$ cat src/rtl/gray_codec_pipe_if.sv
// Handshake bundle for gray_codec_pipe: producer side (in_*) and consumer side (out_*).
interface gray_codec_pipe_if #(
    parameter int WIDTH = 5
);
    logic             in_valid;
    logic             in_ready;
    logic [WIDTH-1:0] in_data;
    logic [1:0]       in_mode;
    logic             out_valid;
    logic             out_ready;
    logic [WIDTH-1:0] out_data;
    logic             out_err;

    modport master (
        output in_valid, in_data, in_mode, out_ready,
        input  in_ready, out_valid, out_data, out_err
    );

    modport slave (
        input  in_valid, in_data, in_mode, out_ready,
        output in_ready, out_valid, out_data, out_err
    );
endinterface

$ cat src/rtl/gray_codec_pipe.sv
// Two-stage valid/ready pipeline computing bin->gray, gray->bin or gray increment.
// S1 holds the raw operand and mode; S2 holds the result presented to the consumer.
module gray_codec_pipe #(
    parameter int WIDTH = 5
) (
    input  logic              clk,
    input  logic              rst_n,
    gray_codec_pipe_if.slave  bus
);
    localparam logic [1:0] MODE_B2G = 2'b00;
    localparam logic [1:0] MODE_G2B = 2'b01;
    localparam logic [1:0] MODE_INC = 2'b10;

    logic             s1_valid_q;
    logic [WIDTH-1:0] s1_data_q;
    logic [1:0]       s1_mode_q;
    logic             s2_valid_q;
    logic [WIDTH-1:0] s2_data_q;
    logic             s2_err_q;

    logic             in_fire;
    logic             out_fire;
    logic             s2_load;
    logic [WIDTH-1:0] res_d;
    logic             err_d;

    function automatic logic [WIDTH-1:0] bin2gray(input logic [WIDTH-1:0] b);
        return b ^ (b >> 1);
    endfunction

    function automatic logic [WIDTH-1:0] gray2bin(input logic [WIDTH-1:0] g);
        logic [WIDTH-1:0] b;
        b[WIDTH-1] = g[WIDTH-1];
        for (int i = WIDTH - 2; i >= 0; i--) begin
            b[i] = b[i+1] ^ g[i];
        end
        return b;
    endfunction

    // in_ready depends only on state and out_ready, never on in_valid.
    assign bus.in_ready  = !s1_valid_q || !s2_valid_q || bus.out_ready;
    assign bus.out_valid = s2_valid_q;
    assign bus.out_data  = s2_data_q;
    assign bus.out_err   = s2_err_q;

    assign in_fire  = bus.in_valid && bus.in_ready;
    assign out_fire = s2_valid_q && bus.out_ready;
    assign s2_load  = s1_valid_q && (!s2_valid_q || bus.out_ready);

    always_comb begin
        res_d = s1_data_q;
        err_d = 1'b0;
        case (s1_mode_q)
            MODE_B2G: res_d = bin2gray(s1_data_q);
            MODE_G2B: res_d = gray2bin(s1_data_q);
            MODE_INC: res_d = bin2gray(gray2bin(s1_data_q) + WIDTH'(1));
            default:  err_d = 1'b1;
        endcase
    end

    always_ff @(posedge clk or negedge rst_n) begin
        if (!rst_n) begin
            s1_valid_q <= 1'b0;
            s1_data_q  <= '0;
            s1_mode_q  <= '0;
            s2_valid_q <= 1'b0;
            s2_data_q  <= '0;
            s2_err_q   <= 1'b0;
        end else begin
            if (in_fire) begin
                s1_valid_q <= 1'b1;
                s1_data_q  <= bus.in_data;
                s1_mode_q  <= bus.in_mode;
            end else if (s2_load) begin
                s1_valid_q <= 1'b0;
            end

            if (s2_load) begin
                s2_valid_q <= 1'b1;
                s2_data_q  <= res_d;
                s2_err_q   <= err_d;
            end else if (out_fire) begin
                s2_valid_q <= 1'b0;
            end
        end
    end
endmodule

$ cat src/flat_wrapper.sv
// flat-port wrapper written by rule: the top's interface ports become plain ports
module gray_codec_pipe_flat 
#(
    parameter int WIDTH = 5
)
  (clk, rst_n, bus_in_valid, bus_in_data, bus_in_mode, bus_out_ready, bus_in_ready, bus_out_valid, bus_out_data, bus_out_err);
  gray_codec_pipe_if #(.WIDTH(WIDTH)) bus_i ();
  input  logic clk;
  input  logic rst_n;
  input wire logic [$bits(bus_i.in_valid)-1:0] bus_in_valid;
  input wire logic [$bits(bus_i.in_data)-1:0] bus_in_data;
  input wire logic [$bits(bus_i.in_mode)-1:0] bus_in_mode;
  input wire logic [$bits(bus_i.out_ready)-1:0] bus_out_ready;
  output wire logic [$bits(bus_i.in_ready)-1:0] bus_in_ready;
  output wire logic [$bits(bus_i.out_valid)-1:0] bus_out_valid;
  output wire logic [$bits(bus_i.out_data)-1:0] bus_out_data;
  output wire logic [$bits(bus_i.out_err)-1:0] bus_out_err;
  assign bus_i.in_valid = bus_in_valid;
  assign bus_i.in_data = bus_in_data;
  assign bus_i.in_mode = bus_in_mode;
  assign bus_i.out_ready = bus_out_ready;
  assign bus_in_ready = bus_i.in_ready;
  assign bus_out_valid = bus_i.out_valid;
  assign bus_out_data = bus_i.out_data;
  assign bus_out_err = bus_i.out_err;
  gray_codec_pipe #(.WIDTH(WIDTH)) u_core (.clk(clk), .rst_n(rst_n), .bus(bus_i));
endmodule
$ cat config.mk
export PLATFORM = sky130hd
export DESIGN_NAME = gray_codec_pipe_flat
export DESIGN_NICKNAME = d
export VERILOG_FILES = /design/src/rtl/gray_codec_pipe_if.sv /design/src/rtl/gray_codec_pipe.sv /design/src/flat_wrapper.sv
export SDC_FILE = /design/constraint.sdc
export NUM_CORES = 1
export LEC_CHECK = 0
export CORE_MARGIN = 2
export CORE_UTILIZATION = 35
export CTS_CLUSTER_DIAMETER = 150
export DETAILED_ROUTE_END_ITERATION = 10
export HOLD_SLACK_MARGIN = 0.12
export PLACE_DENSITY = 0.6
export SYNTH_ARGS = -nofsm -noshare
export SYNTH_HDL_FRONTEND = slang
export SYNTH_SLANG_ARGS = --single-unit
$ cat constraint.sdc
create_clock -name clk -period 2.4 [get_ports clk]
set_input_delay 0.48 -clock clk [delete_from_list [all_inputs] [get_ports clk]]
set_output_delay 0.48 -clock clk [all_outputs]
set_load 0.02 [all_outputs]
### Yosys cells after proc, flatten, opt, wreduce, memory -nomap -nowiden

Index checks and enable logic that the tools add are counted.

| storage, ports and cells | value |
|---|---|
| bits in registers | 15 |
| input port bits | 11 |
| output and inout port bits | 8 |

| cells by class | value |
|---|---|
| add/subtract/negate cells | 1 |
| equality and inequality tests | 2 |
| mux-type cells | 6 |
| bitwise logic cells | 6 |
| reduce and logical (&&, ||, !) cells | 12 |

Operator list:

| cell | number |
|---|---|
| $pmux 5 s3 | 1 |
| $xor 5x4->5 | 2 |
| $add 5x1->5 const B | 1 |
| $mux 1 | 5 |
| $reduce_bool 2->1 | 2 |
| $xor 1x1->1 | 4 |
| $logic_and 1x1->1 | 3 |
| $logic_or 1x1->1 | 3 |
| $reduce_or 3->1 | 1 |
| $eq 2x1->1 const B | 1 |
| $eq 2x2->1 const B | 1 |
| $logic_not 1->1 | 2 |
| $logic_not 2->1 | 1 |

### Logic depth before layout (Yosys ltp)

Gate-level depths: netlist of the first run.

| depth | value |
|---|---|
| depth in word-level cells | 7 |
| depth in mapped cells | 11 |

### Least setup slack after synthesis of the first run

No wires, ideal clock.

| timing path | value |
|---|---|
| path type | register to register |
| from | register u_core.s1_data_q[3] |
| to | register u_core.s2_data_q[2], in the netlist u_core.bus.out_data[2] |
| arrival | 2548 ps |
| data required time | 2331 ps |
| slack | -217 ps |
| stages on the path, launching flop included | 12 |
| buffers on the path | 0 |
| cells stage by stage | dfrtp_1 xnor2_1 clkinv_1 ha_1 inv_1 ha_1 inv_1 ha_1 nor2b_1 nor3_1 or4b_1 nand3_1 |

| on the way | value |
|---|---|
| longest elaborated chain between the ends | 7 |
| elaborated cells on any way between the ends | 8 |
| classes of those cells | 1 x add/sub; 1 x mux; 6 x bitwise |

RTL lines:

| item | RTL line | source |
|---|---|---|
| start: declaration | gray_codec_pipe.sv:15 | `logic [WIDTH-1:0] s1_data_q;` |
| start signal: assignment | gray_codec_pipe.sv:72 | `s1_data_q <= bus.in_data;` |
| $xor 1x1->1 (4 in series) | gray_codec_pipe.sv:35 | `b[i] = b[i+1] ^ g[i];` |
| $add 5x1->5 | gray_codec_pipe.sv:56 | `MODE_INC: res_d = bin2gray(gray2bin(s1_data_q) + WIDTH'(1));` |
| $xor 5x4->5 | gray_codec_pipe.sv:28 | `return b ^ (b >> 1);` |
| $pmux 5 s3 (*) | gray_codec_pipe.sv:53 | `case (s1_mode_q)` |
| end signal: assignment | gray_codec_pipe.sv:80 | `s2_data_q <= res_d;` |
| end: declaration | gray_codec_pipe.sv:18 | `logic [WIDTH-1:0] s2_data_q;` |

Every way passes the cells marked *; elsewhere a longest branch is shown, timed or not.
A chain may end at the register's enable or synchronous reset.

### Worst setup path in the final report of the first run

| timing path | value |
|---|---|
| from | register u_core.s1_data_q[4] |
| to | register u_core.s2_data_q[2], in the netlist u_core.bus.out_data[2] |

| on the way | value |
|---|---|
| longest elaborated chain between the ends | 7 |

RTL lines:

| item | RTL line |
|---|---|
| $xor 1x1->1 (*) | gray_codec_pipe.sv:35 |
| $xor 1x1->1 (3 in series) | gray_codec_pipe.sv:35 |
| $add 5x1->5 | gray_codec_pipe.sv:56 |
| $xor 5x4->5 | gray_codec_pipe.sv:28 |
| $pmux 5 s3 (*) | gray_codec_pipe.sv:53 |

Marks and branches as above.

==> metrics.txt, run 1 <==
most frequent CP cell=ha_4; Leakage Power=0.520 nW; Die ar.=2880 sq um; Mapped Cells=85; EDFF count, synth=0; Worst EP required=2620 ps; HPWL after detailed placement=1410 microns; VDD IR-drop max=615 uV; Die Y=53.6 microns; core area=2280 sq um; Routed WL=1710 microns; Crit Path Max Fanout=3; Relative slew margins=55.0%; Final Setup Violations=0; clock transition at the registers of the reported paths=80 ps; n_diodes=0; largest net degree at the start of global routing=16; Post-Synth Adder-Cell Area=4.35%; Vias=676; hold crit path type=flip-flop to flip-flop; most frequent cells in the layout=clkdlybuf4s50_1, dfrtp_1, nand2_1, nand2b_1, buf_4; fraction of layout cells with a size suffix above 1=20.0%; Die Wd=53.6 microns; CP endpoint kind=flip-flop; largest family of logic cells by synthesized area=simple AND/OR/NAND/NOR gates; worst-margin pin slew=673 ps; first-pass GRT wire length=2990 microns; share of synthesized registers carrying an async set or reset=100%; GRT Total Usage=14.6%; YS warnings=0; Slowest cell on crit path=or4b_1; crit-path max cell delay=500 ps; H-Tree Depth=1; Layout area overhead=38.9%; CTS Sinks=15; Skew-Pair Late Insertion Delay=280 ps; grt total ovfl=0; Iteration-0 DRC Markers=7; Fin. Hold Viols=0; final critical-path share of the clock period=99.4%; pwr dens=850 nW/um^2; Compound-Gate Fraction of Synth Area=16.0%; WS Path Type=flip-flop to flip-flop; commonest non-fill, non-tap cell in the layout=clkdlybuf4s50_1; Worst setup SP type=flip-flop; number of synthesized register bits=15; Logic pwr share=51.5%; WL/cell=12.4 microns; multiplexer share of the synthesized area=9.14%; Post-Synth Simple-Gate Area=16.7%; Synth area leaders=dfrtp_1, mux2_2, ha_1, nand2b_1, nand2_1; antenna-violating nets left=0; P_sw=0.359 mW; Flop pwr share=35.2%; IO buf count=18; RSZ-0062 raised after global routing=true; Final min period=2390 ps; critical path, cell by cell=xnor2_2 -> clkinv_2 -> ha_4 -> inv_2 -> ha_4 -> inv_4 -> ha_4 -> nor2b_4 -> o21a_1 -> or4b_1 -> nand3_1; Synth top area share=43.5%; run status=finished clean; CTS Root Cell=clkbuf_4; Max Cap Viol=0; starting density of the core=37.9%; drt drc=0; IO Pins=19; Pint=0.659 mW; number of global-route vias before repair=665; Most used DFF post-synth=dfrtp_1; worst setup slack after layout=14.7 ps; CP arrival=2610 ps; router iterations before antenna repair=3; TritonCTS clock tree=built; xor and xnor area share after synthesis=5.81%; initial antenna violation count=0; post-synth top area cell=dfrtp_1; fin. max-slew vios=0; pre-CTS setup slack=-45.4 ps; TritonCTS Buffers=3; routed vias/inst=4.90; post-cts hold buffer count=0; Clock power frac=13.4%; syn avg cell area=10.1 sq um; row cnt=17; clock tree buffer depth=2; Cell Area, Synth=862 sq um; Fmax=419 MHz; Hold Worst Slack=493 ps; switching power share of the total=35.2%; register area share after synthesis=43.5%; Netlist cell types=32; routability cong.=0.788; Net count, final=125; Net Count, Synth=99; Fin Clk Skew=9.61 ps
kinds of logic (layout without fill, tap and decap cells):
family                     count (synthesis)  after routing
and+or+nand+nor                           27             27
AOI/OAI and AO/OA                         19             19
DFF                                       15             15
buffers and inverters                     10             35
muxes                                      7              7
xor gates and xnor gates                   4              4
adders and majority gates                  3              3
power groups by stage:
stage          clock, mW  sequential [mW]  combinational [mW]
2_1_floorplan          0            0.395               0.281
3_3_place_gp           0            0.362               0.483
3_5_place_dp           0            0.364               0.498
4_1_cts            0.145            0.358               0.520
5_1_grt            0.163            0.367               0.584
6_report           0.136            0.358               0.524
synthesized netlist by cell type, drive strengths merged, types with 2 or more instances:
| cell type | n |
|---|---|
| nand3b | 2 |
| nand2 | 9 |
| a21oi | 3 |
| clkbuf | 2 |
| o21ai | 4 |
| nand3 | 2 |
| inv | 6 |
| a22o | 2 |
| mux2 | 7 |
| dfrtp | 15 |
| xnor2 | 2 |
| nand2b | 6 |
| o221ai | 3 |
| nor2 | 3 |
| ha | 3 |
area by class of cell:
class                   instances  area, sq um
clock buffers                   4         26.3
fillers                       219         1080
inverters                       7         30.0
multi-input cells              60          505
flip-flops and latches         15          375
well taps                      28         35.0
repair buffers                 24          225
flip-flops by register name, summed over array words and instances (netlist names):
register	cells
u_core.bus.out_err	1
u_core.s1_mode_q	2
u_core.bus.out_valid	1
u_core.s1_data_q	5
u_core.bus.out_data	5
u_core.s1_valid_q	1
metrics by stage:
step / instances / TNS [ps] / util, % / area (sq um) / power (mW)
after floorplan: 85 / 0 / - / 916 / 0.676
after global placement: 133 / 0 / 50.8 / 1160 / 0.845
after detailed placement: 133 / -45.4 / 50.8 / 1160 / 0.862
after CTS: 138 / 0 / 52.5 / 1190 / 1.02
after global routing: 138 / -170 / 52.6 / 1200 / 1.11
final: 138 / 0 / 52.6 / 1200 / 1.02
final timing paths:
check	startpoint	endpoint	slack, ps	cells after the start
worst max-delay path	u_core.s1_data_q[4]	u_core.bus.out_data[2]	10	11
worst min register to register	u_core.bus.out_data[3]	u_core.bus.out_data[3]	490	2
worst min-delay path	u_core.bus.out_data[3]	u_core.bus.out_data[3]	490	2
min in group asynchronous	rst_n	u_core.bus.out_valid	600	1
worst max register to register	u_core.s1_data_q[4]	u_core.bus.out_data[2]	10	11
max in group asynchronous	rst_n	u_core.s1_data_q[3]	1360	1
worst max-delay path: cells and delay by family (launching register included):
| family | cells | cell delay [ps] |
|---|---|---|
| AO/OA/AOI/OAI | 1 | 110 |
| XOR/XNOR | 1 | 200 |
| adder cells (fa/ha/maj) | 3 | 810 |
| buffers and inverters | 3 | 190 |
| flip-flops | 1 | 410 |
| AND/OR/NAND/NOR | 3 | 620 |
layer usage:
layer,global-route usage [%],part of all wire (%),vias to the layer above
li1,-,-,353
met1,18.7,47,306
met2,24.5,48,17
met3,5.83,5.1,0
met4,0,0,0
met5,0,0,-
repair_timing:
| item | in CTS | in global routing |
|---|---|---|
| setup buffers | 1 | 0 |
| pin swaps | 5 | 0 |
| gates resized for setup | 2 | 1 |
| endpoints found under the setup margin | 1 | 2 |
Note: power is estimated with default switching activity, not from simulation.
==> run 2, diff against run 1 <==
SETUP_SLACK_MARGIN = 0.3   (was unset)
==> run 2 against run 1 <==
The flow now finishes with violations (setup timing). Non-clock buffer count increased by 2. Worst setup slack got worse by 25 ps. Sequential cell count unchanged. Sequential share of layout area decreased by 1.0 points. Clock skew decreased by 7.9 ps. Sequential power about the same. Final cell count increased by 1.4%. Global-route usage about the same. Wire length increased by 1.4%. Via count increased by 4.0%. Critical endpoint unchanged.
==> metrics.txt, run 2 (same netlist as run 1, synthesis figures left out) <==
run status=complete, but fails checks (was finished clean); failing checks=setup timing; Max Cap Viol=0 (unchanged); antenna-violating nets left=0 (unchanged); Die Y=53.6 microns (unchanged); Final Setup Violations=1 (was 0); CP endpoint kind=flip-flop (unchanged); delay-heaviest family, CP=adder cells (unchanged); Net count, final=127 (was 125); reg-to-reg endpoint=u_core.bus.out_data[2] (unchanged); CTS Root Cell=clkbuf_4 (unchanged); post-route insts no fill=140 (was 138); most frequent CP cell=ha_4 (unchanged); Area after DPL=1150 sq um (was 1160 sq um); Die ar.=2880 sq um (unchanged); Fin. Hold Viols=0 (unchanged); VDD IR-drop max=433 uV (was 615 uV); Worst R2R Path Depth=11 (unchanged); multi-input logic area=528 sq um (was 505 sq um); GRT Total Usage=14.6% (about the same); TritonCTS clock tree=built (unchanged); Pint=0.673 mW (was 0.659 mW); Slowest cell on crit path=or4b_1 (unchanged); WS Path Type=flip-flop to flip-flop (unchanged); Final min period=2410 ps (was 2390 ps); dpl cells=132 (was 133); core area=2280 sq um (unchanged); Routed WL=1730 microns (was 1710 microns); Relative slew margins=55.6% (was 55.0%); fin area=1240 sq um (was 1200 sq um); FILL cells=212 (was 219); router iterations before antenna repair=4 (was 3); clock tree buffer depth=2 (unchanged); final critical-path share of the clock period=100% (was 99.4%); crit-path max cell delay=500 ps (about the same); IO Pins=19 (unchanged); Die Wd=53.6 microns (unchanged); Worst EP required=2620 ps (about the same); Iteration-0 DRC Markers=9 (was 7); Vias=703 (was 676); starting density of the core=37.9% (unchanged); commonest non-fill, non-tap cell in the layout=clkdlybuf4s50_1 (unchanged); HPWL after detailed placement=1340 microns (was 1410 microns); pwr dens=844 nW/um^2 (was 850 nW/um^2); TritonCTS Buffers=3 (unchanged); grt total ovfl=0 (unchanged); H-Tree Depth=1 (unchanged); Leakage Power=0.545 nW (was 0.520 nW); most frequent cells in the layout=clkdlybuf4s50_1, dfrtp_1, nand2_1, buf_4, nand2b_1 (was clkdlybuf4s50_1, dfrtp_1, nand2_1, nand2b_1, buf_4); IO buf count=18 (unchanged); first-pass GRT wire length=3030 microns (was 2990 microns); Crit Path Max Fanout=3 (unchanged); drt drc=0 (unchanged); WL/cell=12.4 microns (about the same); clock transition at the registers of the reported paths=80 ps (about the same); critical path, cell by cell=xnor2_2 -> clkinv_2 -> ha_4 -> inv_2 -> ha_4 -> inv_4 -> ha_4 -> nor2b_4 -> o21a_1 -> or4b_1 -> nand3_1 (unchanged); reg2reg start=u_core.s1_data_q[3] (was u_core.s1_data_q[4]); routed vias/inst=5.02 (was 4.90); CP arrival=2630 ps (was 2610 ps); hold depth=2 (unchanged); routability cong.=0.787 (was 0.788); Reg2Reg Setup Slack=-10 ps (was 10 ps); initial antenna violation count=0 (unchanged); largest net degree at the start of global routing=16 (unchanged); RSZ-0062 raised after global routing=true (unchanged); Layout area overhead=43.5% (was 38.9%); Skew-Pair Late Insertion Delay=280 ps (about the same); post-cts hold buffer count=0 (unchanged); fraction of layout cells with a size suffix above 1=24.1% (was 20.0%); Hold Path End=u_core.bus.out_err (was u_core.bus.out_data[3]); worst-margin pin slew=664 ps (was 673 ps); worst setup slack after layout=-10.3 ps (was 14.7 ps); Worst setup SP type=flip-flop (unchanged); Fin Clk Skew=1.67 ps (was 9.61 ps); fin. max-slew vios=0 (unchanged); pre-CTS setup slack=1.71 ps (was -45.4 ps); hold_sp=u_core.bus.out_err (was u_core.bus.out_data[3]); Fmax=415 MHz (was 419 MHz); number of global-route vias before repair=685 (was 665); Flop pwr share=34.2% (was 35.2%); row cnt=17 (unchanged); Clock power frac=13.6% (was 13.4%); CTS Sinks=15 (unchanged); switching power share of the total=35.6% (was 35.2%); hold crit path type=flip-flop to flip-flop (unchanged); n_diodes=0 (unchanged); P_sw=0.372 mW (was 0.359 mW); Logic pwr share=52.2% (was 51.5%); register area=375 sq um (unchanged); WP buf/inv=3 (unchanged)
run 2: layout make-up:
class	count	area share [%]
clock buffers	4	2.12
repair buffers	26	19.6
flip-flops and latches	15	30.3
well taps	28	2.83
inverters	7	2.43
multi-input cells	60	42.7
run 2: worst min-delay path, cell delays in order, from the launching register on:
cell and delay (ps):
dfrtp_1 350, nand2_1 50, o21ai_1 60
run 2: how the worst max path moves through the flow:
stage / start / to / slack (ps) / cells after the start
2_1_floorplan: u_core.s1_data_q[3] / u_core.bus.out_data[2] / 20 / 11
5_1_grt: u_core.s1_data_q[3] / u_core.bus.out_data[2] / -110 / 11
6_report: u_core.s1_data_q[3] / u_core.bus.out_data[2] / -10 / 11
3_3_place_gp: u_core.s1_data_q[3] / u_core.bus.out_data[2] / 2 / 11
3_5_place_dp: u_core.s1_data_q[3] / u_core.bus.out_data[2] / 2 / 11
4_1_cts: u_core.s1_data_q[4] / u_core.bus.out_data[2] / -10 / 11
run 2: through the flow:
step	util, %	hold WS [ps]	TNS (ps)	total power, mW
after floorplan	-	184	0	0.684
after global placement	50.7	469	0	0.852
after detailed placement	50.7	478	0	0.860
after CTS	52.4	499	-10.8	1.02
after global routing	54.4	525	-213	1.13
final	54.4	486	-10.3	1.04
run 2: repair_timing:
action                                  CTS  global route
pin swaps                                 2             4
hold endpoints to repair                  0             0
buffers inserted                          2             2
gates resized for setup                   1             7
endpoints found under the setup margin    3             4
run 2: power by group through the flow:
stage	Clock (mW)	Combinational, mW	Sequential, mW
floorplan	0	0.289	0.395
global placement	0	0.490	0.362
detailed placement	0	0.497	0.363
CTS	0.149	0.510	0.358
global route	0.164	0.601	0.367
finish	0.142	0.545	0.357
run 2: routing by layer:
| layer | wire [microns] | vias up | track usage [%] |
|---|---|---|---|
| met3 | 94 | 2 | 5.83 |
| met5 | 0 | - | 0 |
| met4 | 8 | 0 | 2.56 |
| li1 | - | 359 | - |
| met1 | 763 | 324 | 17.0 |
| met2 | 866 | 18 | 25.5 |
